===== src/rtl/sram_img_pkg.sv =====
// Shared state encoding, RGB565 field layout and frame defaults for the
// SRAM image-sampling blocks.
package sram_img_pkg;

  typedef enum logic [2:0] {
    S_IDLE,
    S_CHECK,
    S_ISSUE,
    S_WAIT,
    S_CAPTURE,
    S_PRESENT,
    S_DONE
  } state_t;

  localparam int unsigned RGB_R_W   = 5;
  localparam int unsigned RGB_G_W   = 6;
  localparam int unsigned RGB_B_W   = 5;
  localparam int unsigned RGB_R_OFF = 11;
  localparam int unsigned RGB_G_OFF = 5;
  localparam int unsigned RGB_B_OFF = 0;

  localparam int unsigned DEF_FRAME_W = 320;
  localparam int unsigned DEF_FRAME_H = 240;

  // Product with an elaboration-time constant, expanded as shift-and-add.
  function automatic logic [31:0] mul_const(input logic [31:0] v, input int unsigned k);
    logic [31:0] acc;
    acc = '0;
    for (int unsigned b = 0; b < 32; b++)
      if (k[b]) acc = acc + (v << b);
    return acc;
  endfunction

endpackage


===== src/rtl/rgb565_avg4.sv =====
// Combinational per-channel mean of four RGB565 pixels (truncating).
module rgb565_avg4
  import sram_img_pkg::*;
(
  input  logic [15:0] p0,
  input  logic [15:0] p1,
  input  logic [15:0] p2,
  input  logic [15:0] p3,
  output logic [15:0] avg
);

  logic [RGB_R_W+1:0] r_sum;
  logic [RGB_G_W+1:0] g_sum;
  logic [RGB_B_W+1:0] b_sum;

  always_comb begin
    r_sum = (RGB_R_W+2)'(p0[RGB_R_OFF +: RGB_R_W]) + (RGB_R_W+2)'(p1[RGB_R_OFF +: RGB_R_W])
          + (RGB_R_W+2)'(p2[RGB_R_OFF +: RGB_R_W]) + (RGB_R_W+2)'(p3[RGB_R_OFF +: RGB_R_W]);
    g_sum = (RGB_G_W+2)'(p0[RGB_G_OFF +: RGB_G_W]) + (RGB_G_W+2)'(p1[RGB_G_OFF +: RGB_G_W])
          + (RGB_G_W+2)'(p2[RGB_G_OFF +: RGB_G_W]) + (RGB_G_W+2)'(p3[RGB_G_OFF +: RGB_G_W]);
    b_sum = (RGB_B_W+2)'(p0[RGB_B_OFF +: RGB_B_W]) + (RGB_B_W+2)'(p1[RGB_B_OFF +: RGB_B_W])
          + (RGB_B_W+2)'(p2[RGB_B_OFF +: RGB_B_W]) + (RGB_B_W+2)'(p3[RGB_B_OFF +: RGB_B_W]);
    avg   = {r_sum[RGB_R_W+1:2], g_sum[RGB_G_W+1:2], b_sum[RGB_B_W+1:2]};
  end

endmodule


===== src/rtl/sram_grid_sampler.sv =====
// Reads a GRID_N x GRID_N lattice of pixels from a frame in SRAM and presents
// them row-major over a valid/ready port. SRAM_GRID_AVG_EN: 2x2 RGB565 mean per point.
module sram_grid_sampler
  import sram_img_pkg::*;
#(
  parameter int unsigned FRAME_W = DEF_FRAME_W,
  parameter int unsigned FRAME_H = DEF_FRAME_H,
  parameter int unsigned GRID_N  = 3,
  parameter int unsigned DATA_W  = 16,
  parameter int unsigned ADDR_W  = 19,
  parameter int unsigned RD_LAT  = 1,
  localparam int unsigned IDX_W  = (GRID_N * GRID_N > 1) ? $clog2(GRID_N * GRID_N) : 1
) (
  input  logic              wclk,
  input  logic              rst_n,
  input  logic              start,
  input  logic [9:0]        origin_x,
  input  logic [9:0]        origin_y,
  input  logic [9:0]        pitch_x,
  input  logic [9:0]        pitch_y,
  output logic              sram_sel,
  output logic              sram_rd,
  output logic [ADDR_W-1:0] sram_addr,
  input  logic [DATA_W-1:0] sram_rdata,
  output logic              sample_valid,
  input  logic              sample_ready,
  output logic [DATA_W-1:0] sample_data,
  output logic [IDX_W-1:0]  sample_idx,
  output logic              busy,
  output logic              done,
  output logic              err
);

  localparam int unsigned CNT_W = (GRID_N > 1) ? $clog2(GRID_N) : 1;
`ifdef SRAM_GRID_AVG_EN
  localparam int unsigned FOOT = 1;
`else
  localparam int unsigned FOOT = 0;
`endif

  state_t              state, state_nxt;
  logic [9:0]          org_x, org_y, pit_x, pit_y;
  logic [ADDR_W-1:0]   row_base, row_step, pt_addr, sub_off;
  logic [CNT_W-1:0]    col_i, row_j;
  logic [IDX_W-1:0]    idx_q;
  logic [DATA_W-1:0]   sample_q;
  logic [1:0]          wait_cnt;
  logic [31:0]         max_x, max_y;
  logic                cfg_bad, last_col, last_row, wait_end, sub_last;

  // Extent check is done wide so that any pitch/origin overflow is rejected.
  always_comb begin
    max_x    = 32'(org_x) + mul_const(32'(pit_x), GRID_N - 1) + FOOT;
    max_y    = 32'(org_y) + mul_const(32'(pit_y), GRID_N - 1) + FOOT;
    cfg_bad  = (max_x >= FRAME_W) || (max_y >= FRAME_H);
    last_col = (col_i == CNT_W'(GRID_N - 1));
    last_row = (row_j == CNT_W'(GRID_N - 1));
    wait_end = (32'(wait_cnt) == RD_LAT - 2);
  end

`ifdef SRAM_GRID_AVG_EN
  logic [1:0]  sub_q;
  logic [15:0] pix0, pix1, pix2, avg_pix;

  assign sub_last = (sub_q == 2'd3);

  always_comb begin
    case (sub_q)
      2'd0:    sub_off = '0;
      2'd1:    sub_off = ADDR_W'(1);
      2'd2:    sub_off = ADDR_W'(FRAME_W);
      default: sub_off = ADDR_W'(FRAME_W + 1);
    endcase
  end

  rgb565_avg4 u_avg (
    .p0  (pix0),
    .p1  (pix1),
    .p2  (pix2),
    .p3  (sram_rdata[15:0]),
    .avg (avg_pix)
  );
`else
  assign sub_last = 1'b1;
  assign sub_off  = '0;
`endif

  always_ff @(posedge wclk or negedge rst_n) begin
    if (!rst_n) state <= S_IDLE;
    else        state <= state_nxt;
  end

  always_comb begin
    state_nxt    = state;
    sram_sel     = 1'b0;
    sram_rd      = 1'b0;
    sram_addr    = '0;
    sample_valid = 1'b0;
    busy         = 1'b0;
    done         = 1'b0;
    err          = 1'b0;
    sample_data  = sample_q;
    sample_idx   = idx_q;
    case (state)
      S_IDLE:    if (start) state_nxt = S_CHECK;
      S_CHECK: begin
        err       = cfg_bad;
        state_nxt = cfg_bad ? S_IDLE : S_ISSUE;
      end
      S_ISSUE: begin
        busy      = 1'b1;
        sram_sel  = 1'b1;
        sram_rd   = 1'b1;
        sram_addr = pt_addr + sub_off;
        state_nxt = (RD_LAT > 1) ? S_WAIT : S_CAPTURE;
      end
      S_WAIT: begin
        busy = 1'b1;
        if (wait_end) state_nxt = S_CAPTURE;
      end
      S_CAPTURE: begin
        busy      = 1'b1;
        state_nxt = sub_last ? S_PRESENT : S_ISSUE;
      end
      S_PRESENT: begin
        busy         = 1'b1;
        sample_valid = 1'b1;
        if (sample_ready) state_nxt = (last_col && last_row) ? S_DONE : S_ISSUE;
      end
      S_DONE: begin
        done      = 1'b1;
        state_nxt = S_IDLE;
      end
      default: state_nxt = S_IDLE;
    endcase
  end

  // Addresses advance by addition only: column step pitch_x, row step pitch_y*FRAME_W.
  always_ff @(posedge wclk or negedge rst_n) begin
    if (!rst_n) begin
      org_x    <= '0;
      org_y    <= '0;
      pit_x    <= '0;
      pit_y    <= '0;
      row_base <= '0;
      row_step <= '0;
      pt_addr  <= '0;
      col_i    <= '0;
      row_j    <= '0;
      idx_q    <= '0;
      sample_q <= '0;
      wait_cnt <= '0;
`ifdef SRAM_GRID_AVG_EN
      sub_q    <= '0;
      pix0     <= '0;
      pix1     <= '0;
      pix2     <= '0;
`endif
    end else begin
      case (state)
        S_IDLE: if (start) begin
          org_x <= origin_x;
          org_y <= origin_y;
          pit_x <= pitch_x;
          pit_y <= pitch_y;
        end
        S_CHECK: if (!cfg_bad) begin
          row_base <= ADDR_W'(mul_const(32'(org_y), FRAME_W));
          pt_addr  <= ADDR_W'(mul_const(32'(org_y), FRAME_W) + 32'(org_x));
          row_step <= ADDR_W'(mul_const(32'(pit_y), FRAME_W));
          col_i    <= '0;
          row_j    <= '0;
          idx_q    <= '0;
`ifdef SRAM_GRID_AVG_EN
          sub_q    <= '0;
`endif
        end
        S_ISSUE: wait_cnt <= '0;
        S_WAIT:  wait_cnt <= wait_cnt + 2'd1;
        S_CAPTURE: begin
`ifdef SRAM_GRID_AVG_EN
          case (sub_q)
            2'd0:    pix0 <= sram_rdata[15:0];
            2'd1:    pix1 <= sram_rdata[15:0];
            2'd2:    pix2 <= sram_rdata[15:0];
            default: ;
          endcase
          if (sub_last) begin
            sample_q <= DATA_W'(avg_pix);
            sub_q    <= '0;
          end else begin
            sub_q    <= sub_q + 2'd1;
          end
`else
          sample_q <= sram_rdata;
`endif
        end
        S_PRESENT: if (sample_ready && !(last_col && last_row)) begin
          idx_q <= idx_q + IDX_W'(1);
          if (last_col) begin
            col_i    <= '0;
            row_j    <= row_j + CNT_W'(1);
            row_base <= row_base + row_step;
            pt_addr  <= row_base + row_step + ADDR_W'(org_x);
          end else begin
            col_i    <= col_i + CNT_W'(1);
            pt_addr  <= pt_addr + ADDR_W'(pit_x);
          end
        end
        default: ;
      endcase
    end
  end

endmodule


===== config.mk =====
export PLATFORM = sky130hd
export DESIGN_NAME = sram_grid_sampler
export DESIGN_NICKNAME = d
export VERILOG_FILES = /design/src/rtl/sram_img_pkg.sv /design/src/rtl/rgb565_avg4.sv /design/src/rtl/sram_grid_sampler.sv
export SDC_FILE = /design/constraint.sdc
export NUM_CORES = 1
export LEC_CHECK = 0
export BUFFER_PORTS_ARGS = -buffer_cell sky130_fd_sc_hd__buf_2
export CAP_MARGIN = 20
export CELL_PAD_IN_SITES_DETAIL_PLACEMENT = 1
export CELL_PAD_IN_SITES_GLOBAL_PLACEMENT = 1
export CORE_MARGIN = 2
export CORE_UTILIZATION = 46
export DETAILED_ROUTE_END_ITERATION = 8
export PLACE_DENSITY_LB_ADDON = 0.2
export SETUP_SLACK_MARGIN = 0.3
export SYNTH_ARGS = -nofsm -noshare
export SYNTH_HDL_FRONTEND = slang
export SYNTH_SLANG_ARGS = --single-unit
export TNS_END_PERCENT = 20

===== constraint.sdc =====
create_clock -name wclk -period 3.49 [get_ports wclk]
set_input_delay 0.349 -clock wclk [delete_from_list [all_inputs] [get_ports wclk]]
set_output_delay 0.349 -clock wclk [all_outputs]
set_load 0.05 [all_outputs]

==> run metrics <==
CTS H-tree depth 3; GR Overflow Total 0; total track usage 0.266; r2r startpoint org_y[2]$_DFFE_PN0P_; most common cell after layout, fill and taps aside dfrtp_1; number of I/O pins 105; total number of vias 6735; largest net degree at the start of global routing 86; Seq/Total Area, Yosys 0.356; Vias/cell 5.79; r2r worst-path depth 13; Synth area leader dfrtp_1; crit-path max FO 4; Worst-Skew Late Latency 0.37 ns; Final Wtd Congestion 0.884; setup tns final 0 ns; Initial DRT Pass Iterations 5; initial DRC count 348; HPWL Detailed 18000 um; chip height 135 um; final worst-path cycle share 0.952; NumNets Final 1071; Worst Setup End Kind output port; final hold vios 0; max_slew headroom 0.302; Syn. warnings 0; port buffer count 104; antenna violations before repair 0; dpl ws 0.0814 ns; commonest cells after routing, fill and taps aside 108 x dfrtp_1, 102 x buf_2, 69 x nand2_1; Setup CP Type flip-flop to output port; fmax 0.301 GHz; Min Hold Slack 0.189 ns; share of layout cells above drive strength 1 0.291; synthesized net count 946; share of the synthesized area in the top cell type 0.356; Worst Setup SP org_y[2]$_DFFE_PN0P_; worst reg2reg path endpoint row_base[14]$_DFFE_PN0P_; first-pass GRT wire length 37800 um; Clock Tree Buf Depth 2; die area 18200 um2; CP Data Required Time 3.14 ns; Unique masters post-synth 77; Avg Synthesized Cell Area 9.68 um2; RSZ-0062 raised after global routing yes; Residual DRC 0; Starting Density 0.473; chip width 135 um; commonest register cell after synthesis dfrtp_1; Fin Clk Skew 0.0128 ns; status finished clean; clock slew at reported path FFs 0.08 ns; path type of the worst min-delay path input pin to flip-flop; worst setup margin 0.166 ns; Syn Std Cell Area 7870 um2; CP Launch Type flip-flop; Antenna Nets Post-Route 0; clock tree from TritonCTS yes; EDFF count, synth 0; DRT Wirelength 23800 um; Post-synth ARST share 1.00; P&R area growth vs syn 19.2%; Final Critical Period 3.32 ns; final max-slew violation count 0; final count of negative-setup-slack endpoints 0; Critical Path Sink err; clock sink count 112; core area 16600 um2; Arr. time, crit path 2.98 ns; average wire per standard cell 20.5 um; worst slew pin tran 1.04 ns; largest cells by area after synthesis dfrtp_1 36%, ha_1 10%, mux2_2 8.0%; maxcap violations 0; CTS root buf clkbuf_16; vias in the first global route 7307; Yosys reg bits 112; Post-Syn Instances 813; Rows 47; # diodes 0; setup slack, reg-to-reg 0.30 ns; CTS buffer count 9
## sequential cells by signal, indices dropped and copies added (netlist names)
| name | flops |
|---|---|
| pt_addr | 19 |
| row_base | 13 |
| row_step | 13 |
| org_x | 10 |
| sample_idx | 4 |
| sample_data | 16 |
| org_y | 10 |
| col_i | 2 |
| state | 3 |
| pit_y | 10 |
| pit_x | 10 |
| row_j | 2 |
## final cells by class
class                           count  area (um2)
Fill cell                        1911        7260
Clock inverter                      7        85.1
Timing Repair Buffer              141         842
Tap cell                          220         275
Clock buffer                        9         225
Inverter                           35         131
Multi-Input combinational cell    639        5010
Sequential cell                   112        2810
## kinds of logic after synthesis
| kind of cell | Yosys count | share of synthesized area |
|---|---|---|
| simple gates | 233 | 0.154 |
| compound gates | 202 | 0.167 |
| flops | 112 | 0.356 |
| fa+ha+maj | 73 | 0.123 |
| mux | 71 | 0.100 |
| buf+inv | 62 | 0.0336 |
| xor+xnor | 60 | 0.0668 |
## Yosys cell counts (3+ instances only)
cell type	count
o21bai_1	5
nor2_1	38
mux2_1	6
buf_2	4
and3_1	3
mux2i_1	9
o31ai_1	3
and2_1	23
clkbuf_1	17
nor2b_1	16
nand4_1	7
a211o_1	4
dfrtp_1	112
fa_1	7
nor3b_1	4
o21a_1	9
nor3_1	12
ha_1	66
o21ai_0	57
o31a_1	3
a21o_1	13
xnor2_1	35
inv_1	34
o211ai_1	7
a211oi_1	6
o22ai_1	5
o2111ai_1	3
or3_1	4
a31oi_1	6
xor2_1	25
nand3_1	23
mux2_2	56
or4_1	4
nand2_1	69
nand2b_1	10
a21oi_1	52
or2_2	6
## per-stage QoR
| step | utilization | std cells | area, um2 |
|---|---|---|---|
| 5_1_grt | 0.564 | 1163 | 9380 |
| 2_1_floorplan | - | 813 | 7870 |
| 3_5_place_dp | 0.522 | 1127 | 8690 |
| 4_1_cts | 0.552 | 1156 | 9190 |
| 3_3_place_gp | 0.522 | 1127 | 8690 |
| 6_report | 0.564 | 1163 | 9380 |
## how the worst min path moves through the flow
stage,startpoint,endpoint,slack [ns],cells after the start
global placement,row_base[17]$_DFFE_PN0P_,row_base[17]$_DFFE_PN0P_,0.49,1
finish,origin_x[2],org_x[2]$_DFFE_PN0P_,0.19,3
detailed placement,row_base[17]$_DFFE_PN0P_,row_base[17]$_DFFE_PN0P_,0.49,1
floorplan,rst_n,col_i[0]$_DFFE_PN0P_,0.05,0
global route,origin_x[9],org_x[9]$_DFFE_PN0P_,0.19,2
CTS,origin_x[2],org_x[2]$_DFFE_PN0P_,0.19,3
## repair_timing
action                     in CTS  in global routing
cloned                          0                  0
setup endpoints to repair      25                 49
hold endpoints to repair        0                 30
resized for setup              26                 20
pin swaps                      14                  9
buffers inserted               13                  5
hold buffers                    0                  1
## routing by layer
layer | vias up | global-route usage | part of all wire
met1 | 3363 | 0.347 | 0.44
met5 | - | 0 | 0
met3 | 32 | 0.0544 | 0.043
met2 | 171 | 0.452 | 0.49
met4 | 0 | 0.0690 | 0.018
li1 | 3169 | - | -
## worst max-delay path: stages (launching register included)
cell      delay [ns]
dfrtp_1         0.45
buf_4           0.16
ha_1            0.29
a21o_1          0.21
a21oi_1         0.18
xor2_1          0.25
nor3_1          0.11
a311oi_2        0.31
o211a_4         0.23
and3b_2         0.22
nor2_2          0.05
buf_6           0.15
Power is not shown: default switching activity piles up to over one toggle a cycle in this logic, so the estimate is an artifact.
